===== config.mk =====
export PLATFORM = sky130hd
export DESIGN_NAME = instr_mem_loader
export DESIGN_NICKNAME = d
export VERILOG_FILES = /design/src/rtl/instr_mem_loader.sv
export SDC_FILE = /design/constraint.sdc
export NUM_CORES = 1
export LEC_CHECK = 0
export ABC_AREA = 1
export ABC_CLOCK_PERIOD_IN_PS = 5280
export BUFFER_PORTS_ARGS = -buffer_cell sky130_fd_sc_hd__buf_2
export CORE_ASPECT_RATIO = 0.7
export CORE_MARGIN = 3
export CORE_UTILIZATION = 49
export DETAILED_ROUTE_END_ITERATION = 10
export PLACE_DENSITY_LB_ADDON = 0.12
export SYNTH_ARGS = -nofsm -noshare
export SYNTH_HDL_FRONTEND = slang
export SYNTH_SLANG_ARGS = --single-unit

===== constraint.sdc =====
create_clock -name clk -period 5.28 [get_ports clk]
set_input_delay 1.056 -clock clk [delete_from_list [all_inputs] [get_ports clk]]
set_output_delay 1.056 -clock clk [all_outputs]
set_load 0.02 [all_outputs]

===== src/rtl/instr_mem_loader.sv =====
// instr_mem_loader: packs a byte stream into 32-bit words and writes them to instruction memory from address 0 (optional LOADER_CHECKSUM_EN adds a running word sum)
module instr_mem_loader #(
  parameter int ADDR_W    = 10,
  parameter int MAX_WORDS = 1024
) (
  input  logic              clk,
  input  logic              rst_n,
  input  logic              start,
  input  logic [ADDR_W:0]   word_count,
  input  logic              abort,
  input  logic [7:0]        byte_in,
  input  logic              byte_valid,
  output logic              byte_ready,
  output logic              mem_we,
  output logic [ADDR_W-1:0] mem_addr,
  output logic [31:0]       mem_data,
  output logic              busy,
  output logic              done,
  output logic              error
`ifdef LOADER_CHECKSUM_EN
  ,
  output logic [31:0]       checksum
`endif
);
  typedef enum logic [1:0] {IDLE, RECV, WRITE, DONE} state_t;
  localparam logic [ADDR_W:0] MAXW = MAX_WORDS[ADDR_W:0];
  state_t state;
  logic [ADDR_W:0] cnt;
  logic [ADDR_W-1:0] widx;
  logic [1:0] bidx;
  logic [31:0] shift;
  logic we_q;
  logic hs;
  assign hs = byte_valid & byte_ready;
  // abort in the write cycle must kill that cycle's write, so it gates the registered strobe directly
  assign mem_we = we_q & ~abort;
  // load sequencer: start/length check, byte packing, one-cycle word write, abort
  always_ff @(posedge clk or negedge rst_n) begin
    if (!rst_n) begin
      state      <= IDLE;
      cnt        <= '0;
      widx       <= '0;
      bidx       <= '0;
      shift      <= '0;
      we_q       <= 1'b0;
      byte_ready <= 1'b0;
      busy       <= 1'b0;
      done       <= 1'b0;
      error      <= 1'b0;
      mem_addr   <= '0;
      mem_data   <= '0;
`ifdef LOADER_CHECKSUM_EN
      checksum   <= '0;
`endif
    end else begin
      case (state)
        IDLE, DONE: if (start) begin
          cnt   <= word_count;
          widx  <= '0;
          bidx  <= '0;
          done  <= 1'b0;
          error <= 1'b0;
`ifdef LOADER_CHECKSUM_EN
          checksum <= '0;
`endif
          if (word_count == '0) begin
            state <= DONE;
            done  <= 1'b1;
          end else if (word_count > MAXW) begin
            state <= DONE;
            done  <= 1'b1;
            error <= 1'b1;
          end else begin
            state      <= RECV;
            busy       <= 1'b1;
            byte_ready <= 1'b1;
          end
        end
        RECV: if (abort) begin
          state      <= IDLE;
          busy       <= 1'b0;
          byte_ready <= 1'b0;
        end else if (hs) begin
          shift[{~bidx, 3'b111} -: 8] <= byte_in;
          bidx <= bidx + 2'd1;
          if (bidx == 2'd3) begin
            state      <= WRITE;
            byte_ready <= 1'b0;
            we_q       <= 1'b1;
            mem_addr   <= widx;
            mem_data   <= {shift[31:8], byte_in};
          end
        end
        WRITE: begin
          we_q <= 1'b0;
          if (abort) begin
            state <= IDLE;
            busy  <= 1'b0;
          end else begin
`ifdef LOADER_CHECKSUM_EN
            checksum <= checksum + mem_data;
`endif
            if ({1'b0, widx} == cnt - 1'b1) begin
              state <= DONE;
              busy  <= 1'b0;
              done  <= 1'b1;
            end else begin
              state      <= RECV;
              widx       <= widx + 1'b1;
              bidx       <= '0;
              byte_ready <= 1'b1;
            end
          end
        end
        default: state <= IDLE;
      endcase
    end
  end
endmodule


==> results by stage <==
Place:
- The post-placement worst setup slack is 2.441 ns.
- The placed instances occupy a cell area of 5172 um^2.
- The number of port buffers is 70.
- The half-perimeter wire length of the detailed placement result is 8.137 mm.
- Routability-driven placement finished with a final weighted congestion of 0.8437.

Cells and area:
- The number of nets in the final layout is 669.
- Summing all non-filler instances in the final layout gives an area of 5490 um^2.
- The layout has 842 filler cells.
- From synthesis to final layout, the design area changed by 15.47%.
- The register area is 2402 um^2.
- The multi-input combinational cells in the finished layout cover a total of 1984 um^2.
- The number of antenna diodes in the final layout is 0.
- The fraction of layout cells with a size suffix above 1 is 17.94%.

Pwr:
- Per report_power, the combinational group accounts for 36.2% of the total.
- Cell internal power was estimated by the tool at 1.687 mW.
- The worst-case vdd ir drop is 0.0003236 V.
- The leakage component of the power is 2.891 nW.
- The total power density per cell area is 512.1 nW/um^2.
- The analysis attributes to net switching a power of 1.124 mW.
- Sequential cells account for 38.9% of the total power.
- Net switching is 39.98% of the power.
- The share of total power in the clock network is 24.9%.

Worst setup path:
- The maximum fanout along the worst path is 5.
- Data on the critical path arrives at its endpoint at 1.46 ns.
- The launching point of the worst reg2reg path is bidx[1]$_DFFE_PN0P_.
- The worst setup path is of the primary input to primary output kind.
- At the worst endpoint, the required time is 4.22 ns.
- STA classifies the critical path endpoint as a primary output.
- The cell depth of the worst flop-to-flop path is 6.
- The worst register-to-register path ends at mem_addr[3]$_DFFE_PN0P_.
- The critical path starts at abort.
- The worst register-to-register path has a setup slack of 2.89 ns.
- The worst setup path is launched from a primary input.
- The most critical setup path has its endpoint at mem_we.

Global routing:
- Global routing used 21.52% of the available tracks.
- Entering global routing, the biggest net connects 52 pins.
- The remaining global-route overflow is 0.
- The first global-routing pass estimated 18.40 mm of wire.
- For met1 alone, demand over resource in global routing was 33.77%.
- The number of global-route vias before repair is 3684.
- After global routing, the most crowded layer is met1.
- For met3 alone, demand over resource in global routing was 4.856%.
- The number of antenna violations at the first check in global routing came to 0.
- In the global route stage, met2 resource usage came out at 30.36%.

Logic synthesis:
- The part of the Yosys area used for sequential elements is 50.53%.
- The fraction of synthesized cell area in xor and xnor cells is 2.211%.
- After synthesis the cells add up to 4755 um^2.
- The area share of and/or/nand/nor cells after synthesis is 26.21%.
- The dominant combinational cell family by area after synthesis is simple AND/OR/NAND/NOR gates.
- Summing the areas of all compound-gate instances in the mapped netlist gives 8.079% of the synthesized area.
- Counting every instance in the synthesized netlist gives 577.
- After Yosys synthesis, full adders, half adders and majority gates account for 2.105% of the synthesized area.
- For this run, the number of Yosys warnings is 0.
- The number of synthesized register bits is 96.
- The number of library cell types mapped by synthesis is 29.
- In the synthesized netlist, mux cells make up 3.079% of the area.
- The number of nets handed over by synthesis was 609.
- The average instance in the mapped netlist occupies 8.240 um^2.

Die:
- In this run the standard cell core region covers 9253 um^2.
- The floorplan die width is 123.7 um.
- The die area is 10940 um^2.
- The y dimension of the die is 88.42 um.
- Row generation in the floorplan step produced 29 rows.
- The total I/O pin count is 71.
- For this configuration, the core starts out at a cell density of 51.39%.

Run:
- Across the run, the number of max-cap violations was 0.

Timing:
- The final critical path time including I/O delays and setup is 2.513 ns.
- Headroom to the max-slew limit came out at 41.43%.
- The total count of max-transition violations in the final report came to 0.
- Across the routed clock network, the largest skew measured is 0.006995 ns.
- The maximum achievable frequency is 0.3980 GHz.
- The total count of hold-check failures in the final report is 0.
- Setup repair after global routing left no endpoint under its margin.
- The number of failing setup endpoints in the final timing report is 0.
- In the finished design, the share of the clock period the worst path needs comes to 47.59%.
- The minimum setup slack in the final design is 2.767 ns.
- The summed negative setup slack over all endpoints is 0 ns.
- For the pin with the worst max-slew slack, the measured transition is 0.8753 ns.

Drt:
- After detailed routing, the number of remaining DRC violations is 0.
- The detailed-route via count is 3995.
- Dividing the detail-routed via count by the number of cells gives 5.222.
- The total length of routed wires is 11.20 mm.
- After detailed routing, the average wire length per cell comes to 14.64 um.
- The antenna violation net count after detailed routing is 0.
- In this run, the number of DRC markers left after iteration 0 of detailed routing was 245.
- The first detailed-routing pass ran for 4 iterations.

CTS:
- Clock-pin slew was measured on the worst setup and hold paths at 0.07 ns.
- The clock net in this run drives a total of 96 sinks.
- The tree is rooted in a clkbuf_16.
- The maximum clock path buffer count is 2.
- The post-CTS setup buffer count is 0.
- TritonCTS built the clock tree.
- The clock reaches the later pin of the worst-skew pair after 0.34 ns.
- The total number of H-tree levels is 3.
- Gates resized during post-CTS repair numbered 0.
- Buffers inserted during clock tree synthesis total 9.
- The hold-fix buffer count after cts is 0.

Min path:
- The classification of the worst-slack hold path is flop to flop.

Status:
- The run finished with clean final reports.
==> sequential cells by signal, summed over array words and instances, names as in the netlist <==
signal and flops:
bidx 2, busy 1, byte_ready 1, cnt 11, done 1, error 1
mem_addr 10, mem_data 32, shift 24, state 2, we_q 1, widx 10
==> layer usage <==
metal / part of all wire (%) / wire, um
met2: 41 / 4637
met3: 5.4 / 605
met4: 0.87 / 98
met5: 0 / 0
met1: 52 / 5859
==> power by group through the flow <==
| stage | sequential, mW | combinational, mW | clock (mW) |
|---|---|---|---|
| finish | 1.09 | 1.02 | 0.700 |
| global route | 1.13 | 1.15 | 0.740 |
| CTS | 1.09 | 1.01 | 0.715 |
| detailed placement | 1.11 | 1.01 | 0 |
| global placement | 1.10 | 0.976 | 0 |
| floorplan | 1.16 | 0.661 | 0 |
==> logic make-up after synthesis <==
family / Yosys count
xor gates and xnor gates: 12
buffers and inverters: 93
DFF: 96
and+or+nand+nor: 279
AOI/OAI and AO/OA: 76
muxes: 13
adders and majority gates: 8
==> worst max-delay path, stage by stage <==
cell	delay, ns
buf_2	0.13
nor2_1	0.10
buf_2	0.17
==> Yosys cell counts, drive strengths merged <==
master	number	area, um^2
nand2	140	528.0
dfrtp	96	2402
inv	68	255.3
o21ai	65	329.1
nor2	59	239.0
nand3	40	217.7
nand4	31	209.0
mux2	13	146.4
clkbuf	12	46.29
a21oi	11	55.05
buf	11	61.31
ha	8	100.1
xor2	7	61.31
nor3	5	25.02
xnor2	5	43.79
clkinv	2	7.510
nand3b	2	15.01
or2	2	12.51
==> area by class of cell <==
| cell class | instances | share of cell area (%) |
|---|---|---|
| inverter | 70 | 4.786 |
| clock inverter | 6 | 1.686 |
| sequential | 96 | 43.76 |
| tap | 124 | 2.826 |
| timing repair buffer | 72 | 6.700 |
| clock buffer | 9 | 4.102 |
| multi-input combinational | 388 | 36.14 |
==> cell usage in the layout (no fill, tap or decap) <==
| cell | synthesis | final |
|---|---|---|
| a21oi_1 | 11 | 11 |
| buf_2 | 10 | 69 |
| buf_4 | 0 | 3 |
| bufinv_16 | 0 | 2 |
| clkbuf_16 | 0 | 9 |
| clkinv_1 | 2 | 2 |
| clkinvlp_4 | 0 | 2 |
| dfrtp_1 | 96 | 96 |
| ha_1 | 8 | 8 |
| inv_1 | 66 | 66 |
| inv_2 | 2 | 2 |
| inv_6 | 0 | 2 |
| mux2_2 | 13 | 13 |
| nand2_1 | 139 | 138 |
| nand2_2 | 1 | 2 |
| nand3_1 | 38 | 38 |
| nand3_2 | 1 | 1 |
| nand3_4 | 1 | 1 |
| nand3b_1 | 2 | 2 |
| nand4_1 | 30 | 30 |
| nand4_4 | 1 | 1 |
| nor2_1 | 54 | 54 |
| nor2_2 | 4 | 4 |
| nor2_4 | 1 | 1 |
| nor3_1 | 5 | 5 |
| o21ai_0 | 62 | 62 |
| o21ai_1 | 2 | 2 |
| o21ai_2 | 1 | 1 |
| or2_2 | 2 | 2 |
| xnor2_1 | 5 | 5 |
| xor2_1 | 7 | 7 |
==> stage by stage <==
step	hold slack [ns]	util (%)	total power [mW]	std cells
finish	0.4796	59.34	2.811	765
global route	0.5014	59.34	3.019	765
CTS	0.4842	59.34	2.823	765
detailed placement	0.4595	55.90	2.112	750
global placement	0.4574	55.90	2.073	750
floorplan	0.4807	-	1.818	577
==> how the worst min path moves through the flow <==
stage                     cells after the start  slack, ns                     start                        to
after floorplan                               2       0.48          we_q$_DFFE_PN0P_          we_q$_DFFE_PN0P_
after global placement                        2       0.46          done$_DFFE_PN0P_          done$_DFFE_PN0P_
after detailed placement                      2       0.46          done$_DFFE_PN0P_          done$_DFFE_PN0P_
after CTS                                     2       0.48          done$_DFFE_PN0P_          done$_DFFE_PN0P_
after global routing                          2       0.50          done$_DFFE_PN0P_          done$_DFFE_PN0P_
final                                         2       0.48  mem_data[28]$_DFFE_PN0P_  mem_data[28]$_DFFE_PN0P_
(Power assumes the default switching activity.)
